[src/rtl/sort4_ctrl.sv]
// Frame sorter: loads DEPTH bytes, bubble-sorts them in place one compare per
// cycle through a single shared comparator, then drains them in ascending order.

module cmp8 (
  input  logic [7:0] a,
  input  logic [7:0] b,
  output logic       a_greater,
  output logic       a_equal,
  output logic       a_less
);
  assign a_greater = (a > b);
  assign a_equal   = (a == b);
  assign a_less    = (a < b);
endmodule

module sort4_ctrl #(
  parameter int unsigned DEPTH = 4
) (
  input  logic       clk,
  input  logic       rst_n,
  input  logic       in_valid,
  output logic       in_ready,
  input  logic [7:0] in_data,
  output logic       out_valid,
  input  logic       out_ready,
  output logic [7:0] out_data,
  output logic       busy,
  output logic [5:0] swap_count
);

  localparam int unsigned IW = $clog2(DEPTH);
  localparam logic [IW-1:0] LAST_IDX  = IW'(DEPTH - 1);
  localparam logic [IW-1:0] LAST_J    = IW'(DEPTH - 2);
  localparam logic [IW-1:0] LAST_PASS = IW'(DEPTH - 2);

  typedef enum logic [1:0] {
    LOAD  = 2'd0,
    SORT  = 2'd1,
    DRAIN = 2'd2
  } state_t;

  state_t        state;
  logic [7:0]    mem [DEPTH];
  logic [IW-1:0] wr_idx;
  logic [IW-1:0] rd_idx;
  logic [IW-1:0] j;
  logic [IW-1:0] pass;
  logic          swapped;

  logic [IW-1:0] j_nxt;
  logic          a_greater;
  logic          a_equal;
  logic          a_less;
  logic          do_swap;

  assign j_nxt = j + IW'(1);

  cmp8 u_cmp (
    .a         (mem[j]),
    .b         (mem[j_nxt]),
    .a_greater (a_greater),
    .a_equal   (a_equal),
    .a_less    (a_less)
  );

  // Equal pairs are kept in place so the sort stays stable.
  assign do_swap = a_greater & ~(a_equal | a_less);

  // Outputs decode from state/index registers only; no input-to-output path.
  assign in_ready  = (state == LOAD);
  assign out_valid = (state == DRAIN);
  assign busy      = (state == SORT);
  assign out_data  = mem[rd_idx];

  always_ff @(posedge clk or negedge rst_n) begin
    if (!rst_n) begin
      state      <= LOAD;
      wr_idx     <= '0;
      rd_idx     <= '0;
      j          <= '0;
      pass       <= '0;
      swapped    <= 1'b0;
      swap_count <= '0;
      for (int i = 0; i < int'(DEPTH); i++) mem[i] <= '0;
    end else begin
      unique case (state)
        LOAD: begin
          if (in_valid) begin
            mem[wr_idx] <= in_data;
            if (wr_idx == LAST_IDX) begin
              wr_idx     <= '0;
              j          <= '0;
              pass       <= '0;
              swapped    <= 1'b0;
              swap_count <= '0;
              state      <= SORT;
            end else begin
              wr_idx <= wr_idx + IW'(1);
            end
          end
        end
        SORT: begin
          if (do_swap) begin
            mem[j]     <= mem[j_nxt];
            mem[j_nxt] <= mem[j];
            swap_count <= swap_count + 6'd1;
          end
          if (j == LAST_J) begin
            j       <= '0;
            pass    <= pass + IW'(1);
            swapped <= 1'b0;
            // Early exit once a full pass made no swaps.
            if (!(swapped || do_swap) || (pass == LAST_PASS)) begin
              rd_idx <= '0;
              state  <= DRAIN;
            end
          end else begin
            j       <= j_nxt;
            swapped <= swapped | do_swap;
          end
        end
        DRAIN: begin
          if (out_ready) begin
            if (rd_idx == LAST_IDX) begin
              rd_idx <= '0;
              wr_idx <= '0;
              state  <= LOAD;
            end else begin
              rd_idx <= rd_idx + IW'(1);
            end
          end
        end
        default: state <= LOAD;
      endcase
    end
  end

endmodule

[config.mk]
export PLATFORM = sky130hd
export DESIGN_NAME = sort4_ctrl
export DESIGN_NICKNAME = d
export VERILOG_FILES = /design/src/rtl/sort4_ctrl.sv
export SDC_FILE = /design/constraint.sdc
export NUM_CORES = 1
export LEC_CHECK = 0
export CORE_UTILIZATION = 40
export DETAILED_ROUTE_END_ITERATION = 8
export GPL_TIMING_DRIVEN = 1
export PLACE_DENSITY = 0.67
export SLEW_MARGIN = 20
export SYNTH_ARGS = -nofsm -noshare
export SYNTH_HDL_FRONTEND = slang
export SYNTH_SLANG_ARGS = --single-unit
[constraint.sdc]
create_clock -name clk -period 3.45 [get_ports clk]
set_input_delay 0.345 -clock clk [delete_from_list [all_inputs] [get_ports clk]]
set_output_delay 0.345 -clock clk [all_outputs]
set_load 0.02 [all_outputs]
Word-level counts from Yosys, hierarchy flattened
Cells that the tools add are included.
- bits in registers: 49
- bits in latches: 0
- bits in writable memories: 0
- bits in read-only memories: 0
- input port bits: 12
- output and inout port bits: 17
- word-level logic and storage cells: 114
- memories kept: 0
- $add $sub $neg: 5
- multiply operators: 0
- div/mod/pow operators: 0
- $lt $le $gt $ge: 9
- equality and inequality tests: 14
- shift operators: 0
- multiplexer cells: 50
- bitwise gates (word level): 8
- reduce and logical (&&, ||, !) cells: 17
- operators by type and width (operator ; number):
    $bwmux W32 ; 3
    $mux W8 ; 9
    $mux W32 ; 2
    $pmux W32 S2 ; 1
    $bmux W8 S2 ; 3
    $demux W8 S2 ; 3
    $mux W2 ; 16
    $mux W6 ; 3
    $pmux W2 S2 ; 4
    $reduce_and A4 Y1 ; 4
    $ge A3 B3 Y1 const B ; 4
    $ne A2 B1 Y1 const B ; 6
    $not A2 Y3 ; 4
    $pmux W6 S2 ; 1
    $eq A2 B2 Y1 const B ; 5
    $lt A3 B1 Y1 const B ; 3
    $add A2 B1 Y2 const B ; 4
    $eq A8 B8 Y1 ; 1
    $gt A8 B8 Y1 ; 1
    $lt A8 B8 Y1 ; 1
    $add A6 B1 Y6 const B ; 1
    $pmux W2 S3 ; 1
    $reduce_and A3 Y1 ; 2
    $reduce_and A6 Y1 ; 1
    12 further kinds ; 20

Logic depth before layout (Yosys ltp)
- depth in word-level cells: 15
- mapped depth: 14
- gate-level depth less buffers: 10

Cells and area by module
From an unflattened synthesis, not the netlist that was laid out.
- cells, all modules: 355
- area total of the unflattened synthesis: 3758.6 um^2
- modules (own cells, without submodules) (module ; times used ; cells each ; area an instance (um^2) ; seq. area each (um^2)):
    sort4_ctrl ; 1 ; 326 ; 3533.4 ; 1226.2
    cmp8 ; 1 ; 29 ; 225.2 ; 0.0

Least setup slack after synthesis
No wires, ideal clock.
- path type: reg2reg
- from: register j[0]
- to: register mem[24] (netlist bit)
- library setup time: 0.125 ns
- arrival: 3.526 ns
- data required time: 3.325 ns
- setup slack: -0.201 ns
- cell stages (with the launch flop): 14
- path buffers: 3
- clock period less this slack: 3.651 ns
- path through: dfrtp_1 buf_4 buf_2 inv_1 ha_1 clkbuf_1 mux4_2 inv_1 ha_1 nand4_2 mux2i_1 a211oi_1 a211oi_4 mux2_2
- cells in the longest elaborated chain, start to end: 11
- elaborated cells on any way between the ends: 31
- classes of those cells: 1 x add/sub; 6 x order compare; 2 x eq/ne; 14 x mux; 5 x bitwise; 3 x reduce/logical
- RTL lines (what ; line ; source):
    start: declaration ; 46 ; logic [IW-1:0] j;
    start signal: assignment ; 118 ; j <= j_nxt;
    $add A2 B1 Y2 ; 56 ; assign j_nxt = j + IW'(1);
    $not A2 Y3 (implied by the code) ; 60, 104, 105 ;
    $bmux W8 S2 ; 60, 104 ;
    $mux W8 (implied by the code) (2 in series) ; 60, 104 ;
    $lt A8 B8 Y1 / $eq A8 B8 Y1 (equally long branches) ; 13, 12 ;
    $or A1 B1 Y1 ; 67 ; assign do_swap = a_greater & ~(a_equal | a_less);
    $not A1 Y1 ; 67 ;
    $and A1 B1 Y1 ; 67 ;
    $ne A2 B1 Y1 (no source line) ; - ;
    $reduce_and A3 Y1 (no source line) ; - ;
    end signal: indexed assignment ; 89 ; mem[wr_idx] <= in_data;
    end signal: indexed assignment ; 104 ; mem[j] <= mem[j_nxt];
    end signal: indexed assignment ; 105 ; mem[j_nxt] <= mem[j];
    end: declaration ; 43 ; logic [7:0] mem [DEPTH];
Several ways; a longest one is shown, not always the timed one. The select of a mux whose other input is x is not followed.
A chain may end at the register's enable or synchronous reset.

Final worst setup path
- from: register j[1]
- to: register mem[11] (netlist bit)
The elaborated chain is that of the path after synthesis.

==> results.yml <==
clocking:
  cts.sinks: 49
  clkTransAtPathRegs_ps: 90
  clk_path_buf_depth: 2
  clk_latency_ps: 320
  cts-root-buf: "clkbuf_8"
  cts_tree: "built"
  numCtsBuffers: 5
  h-tree-depth: 2
job:
  maxCapViolCount: 0
global_routing:
  grt_remaining_overflow: 0
  grt_usage_pct: 21.0
  grt_pass1_wl_um: 16100
  grt_max_degree: 30
  grt_antenna_before_repair: 0
  grt_pass1_vias: 3192
timing:
  rsz0062_at_grt: "no"
  finalCriticalPeriod_ps: 3320
  slew_violations: 0
  clock-skew-final_ps: 13.6
  fin_hold_ws_ps: 490
  worstMarginPinSlew_ps: 810
  finalCritPeriodShare_pct: 96.2
  fmax_mhz: 301
  hold_viol: 0
  finalSetupViolCount: 0
  slew_headroom_pct: 45.8
finish:
  diodes: 0
  stdcell_area_um2: 4380
  drive_gt1_share_pct: 23.8
  finalNonFillerCells: 533
  area_growth_syn_to_layout_pct: 13.6
  fin_nets: 437
worst_setup_path:
  slowest_delay_ps: 510
  cpMostUsedCell: "inv_1"
  critPathCaptureType: "flip-flop"
  critPathSlowestCell: "ha_2"
  crit_chain: "inv_1 > ha_2 > mux4_2 > inv_1 > ha_1 > nand4_2 > mux2i_2 > a211oi_2 > a211oi_4 > buf_4 > mux2_2"
  startpoint_type: "flip-flop"
  critical_path_class: "flip-flop to flip-flop"
  worst_ep_required_time_ps: 3660
  arrival_ps: 3530
  crit_path_max_fanout: 8
synth:
  synth.avg_cell_area_um2: 10.2
  synth_area_leaders: "dfrtp_1 (32%), mux4_2 (14%), mux2_2 (8.8%)"
  synthFlopType: "dfrtp_1"
  synth_commonest_cells: "nand2_1 (81), dfrtp_1 (49), a22oi_1 (32), mux2_2 (30), mux4_2 (24)"
  syn-num-nets: 412
  seq_area_frac_synth_pct: 31.8
  synth_top_area_share_pct: 31.8
  ys_ff_latch: 49
  synth_edf_count: 0
  yosysTopAreaCell: "dfrtp_1"
  netlist-cell-type-count: 57
  ys_async_sr_fraction_pct: 100
  synth_area_um2: 3860
  synth.most_common_cell: "nand2_1"
  netlist_instances: 378
  yosys_warnings: 0
floorplan:
  die-height_um: 100
  start_util_pct: 41.6
  core_area_um2: 9280
  die_area_um2: 10000
  ios: 29
  die_x_um: 100
  row_count: 35
drt:
  via_per_inst: 5.94
  drtIter0Drc: 254
  drt-total-wl_um: 10100
  dr.pass1.iters: 4
  drc: 0
  ant_nets: 0
  wl_per_cell_um: 18.9
  vias: 3164
placement:
  portBuffers: 28
  dpl_cell_area_um2: 4260
  dp_cells: 523
  gp_congestion: 0.813
  post-dp-hpwl_um: 7110
hold_path:
  worst_hold_path_type: "flip-flop to flip-flop"
status:
  status: "completed"
stage by stage:
stage                     utilization [%]  worst slack (ps)  setup TNS [ps]
after floorplan                         -              15.9               0
after global placement               45.9              48.5               0
after detailed placement             45.9             -61.9            -460
after CTS                            47.2              67.6               0
after global routing                 47.2              15.6               0
final                                47.2               130               0
registers in the layout (all words and copies together), names as in the netlist:
name and flops:
pass 2, state 2, wr_idx 2, swapped 1
mem 32, j 2, rd_idx 2, swap_count 6
worst max-delay path: cells and delay by family (launching register included):
kind | cells | cell delay, ps
AO/OA/AOI/OAI | 2 | 380
buffers and inverters | 3 | 390
AND/OR/NAND/NOR | 1 | 200
adder cells (fa/ha/maj) | 2 | 760
multiplexers | 3 | 1120
flip-flops | 1 | 360
cells by family (layout without fill, tap and decap cells):
| family | Yosys count | after routing | synth area share, % |
|---|---|---|---|
| adders and majority gates | 22 | 22 | 7.13 |
| buffers and inverters | 38 | 64 | 4.38 |
| DFF | 49 | 49 | 31.8 |
| AOI/OAI and AO/OA | 84 | 84 | 16.5 |
| and+or+nand+nor | 125 | 125 | 15.9 |
| muxes | 60 | 60 | 24.4 |
worst paths after layout:
path | startpoint | end | slack (ps) | cells past startpoint
max | j[1] | mem[11] | 130 | 11
min | pass[0] | pass[0] | 490 | 1
max reg2reg | j[1] | mem[11] | 130 | 11
min reg2reg | pass[0] | pass[0] | 490 | 1
max in group asynchronous | rst_n | mem[12] | 2150 | 3
min in group asynchronous | rst_n | mem[5] | 510 | 2
area by class of cell:
| cell class | instances | area, um2 |
|---|---|---|
| clock buffer | 5 | 68.8 |
| inverter | 18 | 70.1 |
| fill | 880 | 4900 |
| multi-input combinational | 291 | 2470 |
| sequential | 49 | 1230 |
| clock inverter | 3 | 21.3 |
| tap | 129 | 161 |
| timing repair buffer | 38 | 365 |
routing by layer:
| metal | GRT usage, % | up-vias | part of all wire (%) |
|---|---|---|---|
| met5 | 0 | - | 0 |
| met4 | 11.7 | 0 | 2.8 |
| met3 | 2.92 | 28 | 5.0 |
| met2 | 33.8 | 140 | 49 |
| met1 | 27.2 | 1555 | 43 |
| li1 | - | 1441 | - |
placed cells by master, fill, tap and decap left out, types with 3 or more instances in the layout:
cell             count
nand2_1             81
o21ai_2              3
nor3b_2              3
mux2_2              30
mux2i_1              3
and2_1               7
clkdlybuf4s50_1     27
nand2b_1             4
dfrtp_1             49
inv_1               17
ha_1                21
clkbuf_8             5
buf_4                8
a211oi_1             3
a21oi_1             11
o21ai_0             10
nor2_1               6
mux4_2              24
a22oi_1             32
nand3_1              3
a211oi_4             3
repair_timing:
action / in CTS / in global routing
pin swaps: 1 / 0
hold endpoints to repair: 14 / 0
endpoints found under the setup margin: 8 / 30
resized for setup: 0 / 1
hold buffers: 1 / 0
buffers inserted: 1 / 0
Power is left out: the tool's default activity adds up to more than one toggle a clock period on the data nets, which glitch-free logic cannot reach.
